[config.mk]
export PLATFORM = sky130hd
export DESIGN_NAME = inst_fetch_ctrl_flat
export DESIGN_NICKNAME = d
export VERILOG_FILES = /design/src/rtl/cpu_pkg.sv /design/src/rtl/inst_fetch_ctrl_if.sv /design/src/rtl/ret_stack.sv /design/src/rtl/inst_fetch_ctrl.sv /design/src/flat_wrapper.sv
export SDC_FILE = /design/constraint.sdc
export NUM_CORES = 1
export LEC_CHECK = 0
export CAP_MARGIN = 20
export CORE_MARGIN = 2
export CORE_UTILIZATION = 51
export CTS_BUF_LIST = sky130_fd_sc_hd__clkbuf_4 sky130_fd_sc_hd__clkbuf_8 sky130_fd_sc_hd__clkbuf_16
export DETAILED_ROUTE_END_ITERATION = 10
export GPL_ROUTABILITY_DRIVEN = 1
export GPL_TIMING_DRIVEN = 0
export MAX_ROUTING_LAYER = met4
export PLACE_DENSITY = 0.87
export SYNTH_ARGS = -nofsm -noshare
export SYNTH_HDL_FRONTEND = slang
export SYNTH_SLANG_ARGS = --single-unit
export TNS_END_PERCENT = 10
[constraint.sdc]
create_clock -name clk -period 2.95 [get_ports clk]
set_input_delay 0.59 -clock clk [delete_from_list [all_inputs] [get_ports clk]]
set_output_delay 0.59 -clock clk [all_outputs]
set_load 0.02 [all_outputs]
[src/rtl/cpu_pkg.sv]
// cpu_pkg: shared fetch-controller types and width defaults
package cpu_pkg;
   localparam int PC_W_DEF = 8;
   localparam int INST_W = 16;
   typedef enum logic [1:0] {IDLE, RUN, HALTED} state_t;
endpackage

[src/rtl/inst_fetch_ctrl_if.sv]
// inst_fetch_ctrl_if: instruction-memory port plus fetch-to-decode valid/ready handshake
interface inst_fetch_ctrl_if #(parameter int PC_W = cpu_pkg::PC_W_DEF);
   logic [PC_W-1:0] mem_pc;
   logic [cpu_pkg::INST_W-1:0] mem_inst;
   logic [cpu_pkg::INST_W-1:0] inst_out;
   logic [PC_W-1:0] inst_pc;
   logic inst_valid;
   logic inst_ready;
   modport master (output mem_pc, inst_out, inst_pc, inst_valid, input mem_inst, inst_ready);
   modport slave (input mem_pc, inst_out, inst_pc, inst_valid, output mem_inst, inst_ready);
endinterface

[src/rtl/ret_stack.sv]
// ret_stack: LIFO of return addresses; top entry is always visible on dout
module ret_stack #(
   parameter int DEPTH = 4,
   parameter int W = 8
) (
   input  logic clk,
   input  logic rst,
   input  logic push,
   input  logic pop,
   input  logic [W-1:0] din,
   output logic [W-1:0] dout,
   output logic full,
   output logic empty
);
   localparam int AW = $clog2(DEPTH);
   logic [W-1:0] mem [DEPTH];
   logic [AW:0] sp;
   assign full = sp == (AW+1)'(DEPTH);
   assign empty = sp == '0;
   assign dout = mem[AW'(sp - (AW+1)'(1))];
   always_ff @(posedge clk or posedge rst)
      if (rst) sp <= '0;
      else if (push) sp <= sp + (AW+1)'(1);
      else if (pop) sp <= sp - (AW+1)'(1);
   always_ff @(posedge clk)
      if (push) mem[sp[AW-1:0]] <= din;
endmodule

[src/rtl/inst_fetch_ctrl.sv]
// inst_fetch_ctrl: sequential fetch with stall, branch/call/return redirect and halt/resume
module inst_fetch_ctrl import cpu_pkg::*; #(
   parameter int PC_W = PC_W_DEF,
   parameter int STK_DEPTH = 4
) (
   input  logic clk,
   input  logic rst,
   input  logic start,
   input  logic halt,
   input  logic br_en,
   input  logic [PC_W-1:0] br_target,
   input  logic call_en,
   input  logic ret_en,
   output logic stk_err,
   inst_fetch_ctrl_if.master bus
);
   state_t state, state_nx;
   logic [PC_W-1:0] fetch_pc, stk_top;
   logic run, do_halt, do_ret, do_call, do_br, do_load, push, pop, full, empty;
   assign bus.mem_pc = fetch_pc;
   always_ff @(posedge clk or posedge rst)
      if (rst) state <= IDLE;
      else state <= state_nx;
   always_comb begin
      state_nx = (state == IDLE) ? (start ? RUN : IDLE) :
                 (state == RUN) ? (halt ? HALTED : RUN) :
                 (start && !halt) ? RUN : HALTED;
   end
   always_comb begin
      run = state == RUN;
      do_halt = run && halt;
      do_ret = run && !halt && ret_en;
      do_call = run && !halt && !ret_en && call_en;
      do_br = run && !halt && !ret_en && !call_en && br_en;
      do_load = run && !halt && !ret_en && !call_en && !br_en && (!bus.inst_valid || bus.inst_ready);
      push = do_call && !full;
      pop = do_ret && !empty;
   end
   // later assignments win: redirect/halt override the sequential load
   always_ff @(posedge clk or posedge rst)
      if (rst) begin
         fetch_pc <= '0;
         bus.inst_out <= '0;
         bus.inst_pc <= '0;
         bus.inst_valid <= 1'b0;
         stk_err <= 1'b0;
      end else begin
         if (do_load) begin
            bus.inst_out <= bus.mem_inst;
            bus.inst_pc <= fetch_pc;
            bus.inst_valid <= 1'b1;
            fetch_pc <= fetch_pc + PC_W'(2);
         end
         if (do_halt || do_ret || do_call || do_br) bus.inst_valid <= 1'b0;
         if (do_halt && bus.inst_valid && !bus.inst_ready) fetch_pc <= bus.inst_pc;
         if (do_ret) fetch_pc <= empty ? '0 : stk_top;
         if (do_call || do_br) fetch_pc <= br_target;
         if ((do_call && full) || (do_ret && empty)) stk_err <= 1'b1;
      end
   ret_stack #(.DEPTH(STK_DEPTH), .W(PC_W)) u_stk (
      .clk(clk),
      .rst(rst),
      .push(push),
      .pop(pop),
      .din(bus.inst_pc + PC_W'(2)),
      .dout(stk_top),
      .full(full),
      .empty(empty)
   );
endmodule

[src/flat_wrapper.sv]
// flat-port wrapper written by rule: the top's interface ports become plain ports
module inst_fetch_ctrl_flat import cpu_pkg::*;
#(
   parameter int PC_W = PC_W_DEF,
   parameter int STK_DEPTH = 4
)
  (clk, rst, start, halt, br_en, br_target, call_en, ret_en, stk_err, bus_mem_pc, bus_inst_out, bus_inst_pc, bus_inst_valid, bus_mem_inst, bus_inst_ready);
  inst_fetch_ctrl_if #(.PC_W(PC_W)) bus_i ();
  input  logic clk;
  input  logic rst;
  input  logic start;
  input  logic halt;
  input  logic br_en;
  input  logic [PC_W-1:0] br_target;
  input  logic call_en;
  input  logic ret_en;
  output logic stk_err;
  output wire logic [$bits(bus_i.mem_pc)-1:0] bus_mem_pc;
  output wire logic [$bits(bus_i.inst_out)-1:0] bus_inst_out;
  output wire logic [$bits(bus_i.inst_pc)-1:0] bus_inst_pc;
  output wire logic [$bits(bus_i.inst_valid)-1:0] bus_inst_valid;
  input wire logic [$bits(bus_i.mem_inst)-1:0] bus_mem_inst;
  input wire logic [$bits(bus_i.inst_ready)-1:0] bus_inst_ready;
  assign bus_mem_pc = bus_i.mem_pc;
  assign bus_inst_out = bus_i.inst_out;
  assign bus_inst_pc = bus_i.inst_pc;
  assign bus_inst_valid = bus_i.inst_valid;
  assign bus_i.mem_inst = bus_mem_inst;
  assign bus_i.inst_ready = bus_inst_ready;
  inst_fetch_ctrl #(.PC_W(PC_W), .STK_DEPTH(STK_DEPTH)) u_core (.clk(clk), .rst(rst), .start(start), .halt(halt), .br_en(br_en), .br_target(br_target), .call_en(call_en), .ret_en(ret_en), .stk_err(stk_err), .bus(bus_i));
endmodule
After elaboration in Yosys (flattened, before gate mapping)

Memories as Yosys holds them, arrays and structs flattened.
Index checks and enable logic that the tools add are counted.

Flip-flop bits (word level): 39
Bits in writable memories: 32
Input port bits: 32
Output and inout port bits: 34
Word-level logic and storage cells: 65
Memories: 1

Add/subtract/negate cells: 4
Equal/unequal tests: 2
Multiplexer cells: 16
Reduce and logical (&&, ||, !) cells: 35

Memories:

| name             | words | width | read ports | clocked after memory_dff | write ports | RTL line        | source |
|---|---|---|---|---|---|---|---|
| u_core.u_stk.mem | 4     | 8     | 1          | 0                        | 1           | ret_stack.sv:16 | `logic [W-1:0] mem [DEPTH];` |

Operator list:

| cell                                                 | number |
|---|---|
| 2-to-1 mux 8 bit                                     | 5 |
| adder 8 x 2 -> 8 bit (second input constant)         | 2 |
| logical AND 1 bit                                    | 16 |
| logical NOT 1 bit                                    | 8 |
| 2-to-1 mux 2 bit                                     | 4 |
| logical OR 1 bit                                     | 6 |
| 2-to-1 mux 3 bit                                     | 2 |
| 2-to-1 mux 1 bit                                     | 5 |
| nonzero test 2 bit                                   | 2 |
| nonzero test 4 bit                                   | 1 |
| adder 3 x 1 -> 3 bit (second input constant)         | 1 |
| equality test 3 bit (second input constant)          | 1 |
| logical NOT 3 bit                                    | 1 |
| subtractor 3 x 1 -> 3 bit (second input constant)    | 1 |
| equality test 2 x 1 -> 1 bit (second input constant) | 1 |
| logical NOT 2 bit                                    | 1 |

Logic depth before layout (Yosys ltp)

Gate-level depths: netlist of run 1.

Depth after elaboration: 10
Depth in mapped cells: 9
Depth with buffers taken out: 7

Hierarchy

From an unflattened synthesis of run 1, not the netlist that was laid out.

Cells, all modules: 237
Area total of the unflattened synthesis: 3,276.9 um^2

By module, submodules not included:

| module          | times used | cells each | area each (um^2) |
|---|---|---|---|
| inst_fetch_ctrl | 1          | 166        | 1,844.3 |
| ret_stack       | 1          | 71         | 1,432.6 |

Worst setup path after synthesis of run 1

No wires, ideal clock.

Kind: reg2reg
Start point: register u_core.u_stk.sp[0]
End point: register u_core.fetch_pc[0], in the netlist u_core.bus.mem_pc[0]
Library setup time: 0.125 ns
Arrival: 2.055 ns
Data required time: 2.825 ns
Setup slack: 0.770 ns
Cell stages (with the launch flop): 9
Path buffers: 2
Period minus slack after synthesis: 2.180 ns
Cells stage by stage: dfrtp_1 buf_2 inv_1 ha_1 clkbuf_1 mux4_2 nand2_1 a31oi_1 mux2_2

Word-level cells in the longest chain between the ends: 5
Elaborated cells on any way between the ends: 6

RTL lines:

| item                             | RTL line              | source |
|---|---|---|
| from (decl)                      | ret_stack.sv:17       | `logic [AW:0] sp;` |
| from (signal assigned)           | ret_stack.sv:23       | `else if (push) sp <= sp + (AW+1)'(1);` |
| from (signal assigned)           | ret_stack.sv:24       | `else if (pop) sp <= sp - (AW+1)'(1);` |
| subtractor 3 x 1 -> 3 bit        | --                    |  |
| memory (4 x 8 bit)               | --                    |  |
| 2-to-1 mux 8 bit * (2 in series) | inst_fetch_ctrl.sv:56 | `if (do_ret) fetch_pc <= empty ? '0 : stk_top;` |
| 2-to-1 mux 8 bit *               | inst_fetch_ctrl.sv:57 | `if (do_call \|\| do_br) fetch_pc <= br_target;` |
| to (signal assigned)             | inst_fetch_ctrl.sv:55 | `if (do_halt && bus.inst_valid && !bus.inst_ready) fetch_pc <= bus.inst_pc;` |
| to (signal assigned)             | inst_fetch_ctrl.sv:56 |  |
| to (signal assigned)             | inst_fetch_ctrl.sv:57 |  |
| to (decl)                        | inst_fetch_ctrl.sv:18 | `logic [PC_W-1:0] fetch_pc, stk_top;` |

Mark *: on every way between the ends. The rest lies on a longest branch, timed or not.
A chain may end at the register's enable or synchronous reset.

Worst setup path after layout of run 1

Start point: register u_core.u_stk.sp[0]
End point: register u_core.fetch_pc[1], in the netlist u_core.bus.mem_pc[1]

Same word-level chain as after synthesis.

==> run metrics, run 1 <==
post-synthesis cell type count 40; area grow syn2layout 29.2%; Worst Setup Start Kind flip-flop; RSZ-0062 raised after global routing no; H-tree depth 3; number of remaining DRC errors 0; Worst Path Arrival 2.85 ns; PwrDens a little under 900 nW/um^2; CP required ~3.2 ns; number of global-route vias before repair 2,301; Hold Violations, Final 0; RePlAce Congestion 0.797; maximum VDD drop between 400 and 500 uV; Critical Path Sink u_core.bus.mem_pc[1]$_DFFE_PP0P_; Setup crit end kind flip-flop; TritonCTS clock tree built; DRT Wirelength a little under 7000 um; fmax about 380 MHz; reg2reg end u_core.bus.mem_pc[1]$_DFFE_PP0P_; Worst R2R Setup Slack 0.32 ns; Max Cap Violations 0; Slew Viols, Final 0; FF-to-FF path depth 7; GR Overflow Total 0; clk sinks 71; worst relative slew slack 0.348; Final #Nets around 350; largest net degree at the start of global routing 40; clock buffer depth 2; DR vias approximately 2,200; Tmin final 2.63 ns; initial antenna violation count 0; HP Class flip-flop to flip-flop; setup TNS 0 ns; Tcrit/Tclk final 0.890; CTS-repair resized insts 0; Root Buffer clkbuf_8; synthesized net count between 200 and 300; clock buffer count from CTS 9; vias per std cell about 5.6; input/output buffers between 60 and 70; commonest non-fill, non-tap cells in the layout 65 x clkdlybuf4s50_1, 39 x dfrtp_1, 32 x edfxtp_1, 24 x mux2_2, 16 x nand2_1; Yosys warnings 0; Row Count 29; Leak approximately 1.7 nW; post-DP HPWL roughly 4800 um; setup ws final roughly 0.32 ns; Inst Count DP approximately 370; Setup-failing EPs final 0; most common cell after layout, fill and taps aside clkdlybuf4s50_1; share of cells above drive strength 1 0.204; total global routing track utilization 0.213; CP Class flip-flop to flip-flop; clk_skew around 0.0088 ns; wire per inst between 15 and 20 um; antenna-violating nets left 0; Initial Util 0.519; mapped cell area approximately 3200 sq um; CP max FO 10; Die Y 83.7 um; drt pass-1 iters 5; CTS clk-pin slew, worst paths 0.08 ns; core region area about 6200 sq um; Antenna Cells 0; CP Launch Point u_core.u_stk.sp[0]$_DFFE_PP0P_; Setup Slack @ Placement 0.219 ns; worst flop-to-flop path startpoint u_core.u_stk.sp[0]$_DFFE_PP0P_; part of the Yosys area used for sequential elements 0.598; Post-Synthesis Cells between 200 and 250; die area 7000 sq um; status finished, final reports clean; cts-stage hold buffer count 0; initial DRC count between 200 and 250; first-pass GRT wire length between 10,000 and 15,000 um; Clock Latency Late Sink roughly 0.35 ns; post-route insts no fill ~400; synthesized flop and latch total 71; post-route design area 4180 sq um; actual slew at the worst max-slew pin 0.974 ns; area post-placement roughly 4000 sq um; synthesized area per cell roughly 14 sq um; Die X around 84 um; # IOs 66; postcts setup bufs 0
[through the flow]
| step | utilization | hold WS (ns) | power [mW] |
|---|---|---|---|
| after floorplan | - | 0.499 | 2.33 |
| after global placement | 0.639 | 0.446 | 2.84 |
| after detailed placement | 0.639 | 0.451 | 2.90 |
| after CTS | 0.670 | 0.472 | 3.67 |
| after global routing | 0.670 | 0.481 | 3.83 |
| final | 0.670 | 0.464 | 3.65 |
[synthesized netlist by cell type, drive strengths merged]
| master | n | share of area |
|---|---|---|
| and2 | 6 | 0.012 |
| ha | 7 | 0.027 |
| xnor2 | 7 | 0.019 |
| o21a | 2 | 0.0046 |
| buf | 9 | 0.020 |
| o22ai | 8 | 0.015 |
| mux2 | 24 | 0.083 |
| nor3 | 2 | 0.0031 |
| a31oi | 5 | 0.014 |
| o211ai | 3 | 0.0070 |
| nor2b | 1 | 0.0019 |
| nor2 | 6 | 0.0070 |
| nand3 | 9 | 0.015 |
| nand3b | 1 | 0.0023 |
| and4bb | 1 | 0.0039 |
| o21ai | 8 | 0.012 |
| nor4 | 1 | 0.0066 |
| clkbuf | 2 | 0.0023 |
| mux4 | 8 | 0.056 |
| a22oi | 1 | 0.0023 |
| a21o | 1 | 0.0023 |
| and3 | 2 | 0.0039 |
| mux2i | 2 | 0.0062 |
| nand2b | 3 | 0.0058 |
| a21oi | 6 | 0.0093 |
| dfrtp | 39 | 0.30 |
| xor2 | 5 | 0.014 |
| nand2 | 16 | 0.019 |
| o211a | 1 | 0.0031 |
| edfxtp | 32 | 0.30 |
| a211oi | 1 | 0.0023 |
| a221oi | 2 | 0.0054 |
| and3b | 1 | 0.0031 |
| or3 | 1 | 0.0019 |
| inv | 9 | 0.010 |
[power breakdown]
part	leakage [nW]	switching [mW]	internal, mW
registers	0.783	0.229	1.28
logic	0.798	0.664	0.710
clock network	0.0992	0.377	0.391
total	1.68	1.27	2.38
[final cells by class]
cell class | count | area [sq um]
tap | 77 | 96.3
multi-input combinational | 141 | 1190
buffer | 11 | 73.8
sequential | 71 | 1940
fill | 428 | 2060
timing repair buffer | 65 | 651
clock inverter | 7 | 73.8
inverter | 9 | 33.8
clock buffer | 9 | 124
[logic make-up (layout without fill, tap and decap cells)]
logic type / Yosys count / after routing / share of synthesized area
flip-flops: 71 / 71 / 0.598
adder cells (fa/ha/maj): 7 / 7 / 0.0270
AND/OR/NAND/NOR: 50 / 50 / 0.0858
AO/OA/AOI/OAI: 38 / 38 / 0.0784
XOR/XNOR: 12 / 12 / 0.0324
multiplexers: 34 / 34 / 0.145
buffers and inverters: 20 / 101 / 0.0332
[registers in the layout, indices dropped and copies added (netlist names)]
| signal | flops |
|---|---|
| u_core.u_stk.sp | 3 |
| u_core.bus.mem_pc | 8 |
| u_core.bus.inst_valid | 1 |
| u_core.stk_err | 1 |
| u_core.bus.inst_out | 16 |
| u_core.state | 2 |
| u_core.u_stk.mem | 32 |
| u_core.bus.inst_pc | 8 |
[worst min path at each step]
stage                                         startpoint                        endpoint  slack [ns]  cells past startpoint
after global placement        u_core.stk_err$_DFFE_PP0P_      u_core.stk_err$_DFFE_PP0P_        0.45                      1
after floorplan           u_core.u_stk.sp[2]$_DFFE_PP0P_  u_core.u_stk.sp[2]$_DFFE_PP0P_        0.50                      1
final                         u_core.stk_err$_DFFE_PP0P_      u_core.stk_err$_DFFE_PP0P_        0.46                      1
after detailed placement      u_core.stk_err$_DFFE_PP0P_      u_core.stk_err$_DFFE_PP0P_        0.45                      1
after CTS                     u_core.stk_err$_DFFE_PP0P_      u_core.stk_err$_DFFE_PP0P_        0.47                      1
after global routing          u_core.stk_err$_DFFE_PP0P_      u_core.stk_err$_DFFE_PP0P_        0.48                      1
[worst max-delay path: stages (launching register included)]
cell      delay [ns]
dfrtp_1         0.38
buf_2           0.33
inv_1           0.15
ha_1            0.31
clkbuf_1        0.45
mux4_2          0.41
a221oi_1        0.37
a21oi_1         0.12
[routing by layer]
| metal | share of wire | global-route usage | vias to the layer above |
|---|---|---|---|
| met4 | 0.027 | 0.116 | 0 |
| met1 | 0.41 | 0.256 | 1089 |
| met2 | 0.50 | 0.337 | 89 |
| met3 | 0.063 | 0.0435 | 18 |
| met5 | 0 | - | - |
| li1 | - | - | 1006 |
(Power assumes the default switching activity.)
==> inputs of run 2 (changes only) <==
--- a/config.mk
+++ b/config.mk
@@ -7,13 +7,14 @@
 export LEC_CHECK = 0
 export CAP_MARGIN = 20
 export CORE_MARGIN = 2
-export CORE_UTILIZATION = 51
+export CORE_UTILIZATION = 62
 export CTS_BUF_LIST = sky130_fd_sc_hd__clkbuf_4 sky130_fd_sc_hd__clkbuf_8 sky130_fd_sc_hd__clkbuf_16
 export DETAILED_ROUTE_END_ITERATION = 10
+export DONT_BUFFER_PORTS = 1
 export GPL_ROUTABILITY_DRIVEN = 1
 export GPL_TIMING_DRIVEN = 0
 export MAX_ROUTING_LAYER = met4
-export PLACE_DENSITY = 0.87
+export PLACE_DENSITY = 0.86
 export SYNTH_ARGS = -nofsm -noshare
 export SYNTH_HDL_FRONTEND = slang
 export SYNTH_SLANG_ARGS = --single-unit
==> run metrics, run 2 (synthesized netlist as in run 1, its figures left out) <==
Max Cap Violations 0; postcts setup bufs 0; Reg power frac 0.521; Pint 2.12 mW; Setup-failing EPs final 0; Root Buffer clkbuf_8; RSZ-0062 raised after global routing no; wire per inst ~21 um; most common cell after layout, fill and taps aside dfrtp_1; antenna-violating nets left 0; reg2reg end u_core.bus.mem_pc[3]$_DFFE_PP0P_; Antenna Cells 0; CP required between 3 and 4 ns; Die X approximately 76 um; CTS-repair resized insts 0; largest net degree at the start of global routing 40; vias per std cell 6.16; maximum VDD drop around 590 uV; GR Overflow Total 0; clk sinks 71; initial antenna violation count 0; area grow syn2layout 9.23%; Row Count 26; PwrDens around 940 nW/um^2; fmax roughly 400 MHz; post-DP HPWL 4780 um; CP Class flip-flop to flip-flop; Register Area between 1500 and 2000 sq um; core region area about 5100 sq um; footprint of the multi-input gates 1190 sq um; Slew Viols, Final 0; DRT Wirelength roughly 6700 um; switching pwr between 1 and 1.5 mW; clock buffer count from CTS 9; FF-to-FF path depth 7; H-tree depth 3; clock buffer depth 2; TritonCTS clock tree built; Leak approximately 1.4 nW; status finished, final reports clean; commonest non-fill, non-tap cells in the layout 39 x dfrtp_1, 32 x edfxtp_1, 24 x mux2_2, 16 x nand2_1, 9 x clkbuf_8; drt pass-1 iters 4; initial DRC count 123; Setup crit end kind flip-flop; actual slew at the worst max-slew pin roughly 0.95 ns; number of global-route vias before repair roughly 2,000; die area around 5800 sq um; CP max FO 10; input/output buffers 0; max reg flops 32; Clock Latency Late Sink 0.35 ns; final hold slack between 0.2 and 0.3 ns; cts-stage hold buffer count 0; worst flop-to-flop path startpoint u_core.u_stk.sp[0]$_DFFE_PP0P_; worst relative slew slack 0.367; Hold Violations, Final 0; Tmin final around 2.5 ns; clock share of power 0.237; Worst R2R Setup Slack about 0.42 ns; Tcrit/Tclk final 0.858; total global routing track utilization 0.259; RePlAce Congestion 0.825; sw frac 0.366; Initial Util 0.638; CTS clk-pin slew, worst paths roughly 0.080 ns; share of cells above drive strength 1 0.258; Die Y 76.3 um; setup TNS 0 ns; DR vias 1,960; Worst Path Arrival between 2 and 3 ns; HP Class input pin to asynchronous set/reset pin; clk_skew between 0.01 and 0.015 ns; Fill cells 352; Final #Nets about 280; Worst Setup Start Kind flip-flop; number of remaining DRC errors 0; Gate power share 0.242; first-pass GRT wire length 10,800 um; # IOs 66
-- run 2: cell count changes in the layout (fill, tap and decap cells not counted) --
cell             delta
clkbuf_4            +2
clkbuf_16           +2
bufinv_16           -1
clkinv_2            -1
clkdlybuf4s50_1    -65
clkinvlp_4          -1
clkinv_4            -1
-- run 2: critical path, cell delays in order, from the launching register on --
cell      delay, ns
dfrtp_1        0.37
buf_2          0.32
inv_1          0.14
ha_1           0.29
clkbuf_1       0.46
mux4_2         0.41
a211oi_1       0.30
o22ai_1        0.12
-- run 2: through the flow --
stage | power [mW] | cells | worst slack [ns] | utilization | area [sq um]
2_1_floorplan | 2.33 | 232 | 0.770 | - | 3240
3_3_place_gp | 2.51 | 302 | 0.420 | 0.656 | 3330
3_5_place_dp | 2.57 | 302 | 0.394 | 0.656 | 3330
4_1_cts | 3.35 | 318 | 0.436 | 0.697 | 3540
5_1_grt | 3.53 | 318 | 0.171 | 0.697 | 3540
6_report | 3.34 | 318 | 0.418 | 0.697 | 3540
-- run 2: layer usage --
metal	wire length, um	track usage	vias up	part of all wire
met5	0	-	-	0
met4	102	0.0964	0	0.015
met3	470	0.0746	9	0.070
met2	3440	0.404	72	0.51
met1	2730	0.327	997	0.40
li1	-	-	882	-
-- run 2: power groups by stage --
stage / clock network (mW) / registers, mW / logic, mW
2_1_floorplan: 0 / 1.66 / 0.666
3_3_place_gp: 0 / 1.75 / 0.761
3_5_place_dp: 0 / 1.76 / 0.804
4_1_cts: 0.801 / 1.74 / 0.809
5_1_grt: 0.854 / 1.77 / 0.900
6_report: 0.793 / 1.74 / 0.809
-- run 2: cell type report --
class / count / share of cell area
inverter: 9 / 0.00955
buffer: 11 / 0.0209
multi-input combinational: 141 / 0.338
tap: 70 / 0.0248
clock buffer: 13 / 0.0534
sequential: 71 / 0.547
clock inverter: 3 / 0.00636
-- run 2: worst max path at each step --
stage / startpoint / endpoint / slack (ns) / cells past startpoint
4_1_cts: u_core.u_stk.sp[0]$_DFFE_PP0P_ / u_core.bus.mem_pc[3]$_DFFE_PP0P_ / 0.44 / 7
6_report: u_core.u_stk.sp[0]$_DFFE_PP0P_ / u_core.bus.mem_pc[3]$_DFFE_PP0P_ / 0.42 / 7
5_1_grt: u_core.u_stk.sp[0]$_DFFE_PP0P_ / u_core.bus.mem_pc[3]$_DFFE_PP0P_ / 0.17 / 7
3_3_place_gp: u_core.u_stk.sp[0]$_DFFE_PP0P_ / u_core.bus.mem_pc[3]$_DFFE_PP0P_ / 0.42 / 7
3_5_place_dp: u_core.u_stk.sp[0]$_DFFE_PP0P_ / u_core.bus.mem_pc[2]$_DFFE_PP0P_ / 0.39 / 7
2_1_floorplan: u_core.u_stk.sp[0]$_DFFE_PP0P_ / u_core.bus.mem_pc[0]$_DFFE_PP0P_ / 0.77 / 8
==> inputs of run 3 (changes only) <==
--- a/config.mk
+++ b/config.mk
@@ -15,6 +15,7 @@
 export GPL_TIMING_DRIVEN = 0
 export MAX_ROUTING_LAYER = met4
 export PLACE_DENSITY = 0.86
+export SLEW_MARGIN = 20
 export SYNTH_ARGS = -nofsm -noshare
 export SYNTH_HDL_FRONTEND = slang
 export SYNTH_SLANG_ARGS = --single-unit
==> run metrics, run 3 (synthesized netlist as in run 1, its figures left out) <==
GR Overflow Total 0; Tmin final 2.54 ns; Setup Slack @ Placement roughly 0.4 ns; wire per inst about 21 um; Max Cap Violations 0; CTS-repair resized insts 0; initial antenna violation count 0; Die X approximately 76 um; status finished, final reports clean; Pint 2.06 mW; DRT Wirelength 6760 um; Gate power share 0.248; first-pass GRT wire length ~11,000 um; RSZ-0062 raised after global routing no; worst relative slew slack 0.379; Slew Viols, Final 0; clock buffer depth 2; setup TNS 0 ns; Inst Count DP just over 300; clock share of power 0.220; postcts setup bufs 0; clk sinks a little over 70; drt pass-1 iters 5; commonest non-fill, non-tap cells in the layout 39 x dfrtp_1, 32 x edfxtp_1, 24 x mux2_2, 16 x nand2_1, 9 x clkbuf_8; H-tree depth 3; RePlAce Congestion 0.825; post-route insts no fill 319; fmax slightly below 400 MHz; vias per std cell between 6 and 7; number of global-route vias before repair approximately 2,000; CP Class flip-flop to flip-flop; Tcrit/Tclk final 0.861; worst flop-to-flop path startpoint u_core.u_stk.sp[0]$_DFFE_PP0P_; reg2reg end u_core.bus.mem_pc[2]$_DFFE_PP0P_; CP required around 3.2 ns; # IOs 66; FF-to-FF path depth 7; Antenna Cells 0; clk_skew between 0.01 and 0.015 ns; switching pwr ~1.2 mW; maximum VDD drop ~610 uV; DR vias 1,948; post-DP HPWL between 4000 and 5000 um; max reg flops 32; setup ws final between 0.4 and 0.5 ns; Reg power frac 0.532; Worst Setup Start Kind flip-flop; Setup-failing EPs final 0; antenna-violating nets left 0; initial DRC count ~160; input/output buffers 0; Row Count 26; Die Y between 70 and 80 um; total global routing track utilization 0.258; core region area 5070 sq um; fin util 0.696; number of remaining DRC errors 0; most common cell after layout, fill and taps aside dfrtp_1; sw frac 0.371; actual slew at the worst max-slew pin ~0.93 ns; Worst R2R Setup Slack slightly above 0.4 ns; CP max FO 10; share of cells above drive strength 1 0.261; largest net degree at the start of global routing 30; CTS clk-pin slew, worst paths around 0.08 ns; Final #Nets about 280; clock buffer count from CTS 9; area grow syn2layout 9.08%; Root Buffer clkbuf_8; Leak 1.45 nW; Clock Latency Late Sink roughly 0.34 ns; HP Class input pin to asynchronous set/reset pin; die area 5820 sq um; PwrDens approximately 930 nW/um^2; Hold Violations, Final 0; Initial Util 0.638; TritonCTS clock tree built; Setup crit end kind flip-flop; Worst Path Arrival between 2 and 3 ns; cts-stage hold buffer count 0
run 3: per-stage QoR:
stage	hold WS (ns)	total power, mW	cell area [sq um]
after global routing	0.0620	3.45	3530
after CTS	0.0529	3.28	3530
after floorplan	0.499	2.33	3240
after detailed placement	0.427	2.57	3350
after global placement	0.526	2.51	3330
final	0.0558	3.27	3530
run 3: power by group through the flow:
stage | logic (mW) | clock network, mW | registers [mW]
5_1_grt | 0.905 | 0.778 | 1.77
3_5_place_dp | 0.807 | 0 | 1.76
6_report | 0.810 | 0.719 | 1.74
2_1_floorplan | 0.666 | 0 | 1.66
4_1_cts | 0.814 | 0.726 | 1.74
3_3_place_gp | 0.761 | 0 | 1.75
run 3: area by class of cell:
cell class,instances,area [sq um]
flip-flops and latches,71,1940
well taps,70,87.6
clock inverters,5,30.0
inverters,9,33.8
multi-input cells,141,1190
fillers,355,1540
plain buffers,11,73.8
clock buffers,11,156
repair buffers,1,20.0
run 3: worst max-delay path by stage:
stage,end,from,cells past startpoint
2_1_floorplan,u_core.bus.mem_pc[0]$_DFFE_PP0P_,u_core.u_stk.sp[0]$_DFFE_PP0P_,8
3_5_place_dp,u_core.bus.mem_pc[2]$_DFFE_PP0P_,u_core.u_stk.sp[0]$_DFFE_PP0P_,7
5_1_grt,u_core.bus.mem_pc[2]$_DFFE_PP0P_,u_core.u_stk.sp[0]$_DFFE_PP0P_,7
6_report,u_core.bus.mem_pc[2]$_DFFE_PP0P_,u_core.u_stk.sp[0]$_DFFE_PP0P_,7
4_1_cts,u_core.bus.mem_pc[2]$_DFFE_PP0P_,u_core.u_stk.sp[0]$_DFFE_PP0P_,7
3_3_place_gp,u_core.bus.mem_pc[3]$_DFFE_PP0P_,u_core.u_stk.sp[0]$_DFFE_PP0P_,7
run 3: per-layer routing:
metal,vias to the layer above,track usage,part of all wire,wire length (um)
met5,-,-,0,0
met4,0,0.0764,0.0090,61
met3,10,0.0675,0.083,562
met2,83,0.418,0.51,3420
met1,972,0.324,0.40,2720
li1,883,-,-,-
run 3: critical path, stage by stage, from the launching register on:
cell and delay (ns):
dfrtp_1 0.37, buf_2 0.32, inv_1 0.14, ha_1 0.29, clkbuf_1 0.43, mux4_2 0.41
a221oi_1 0.32, a21oi_1 0.13
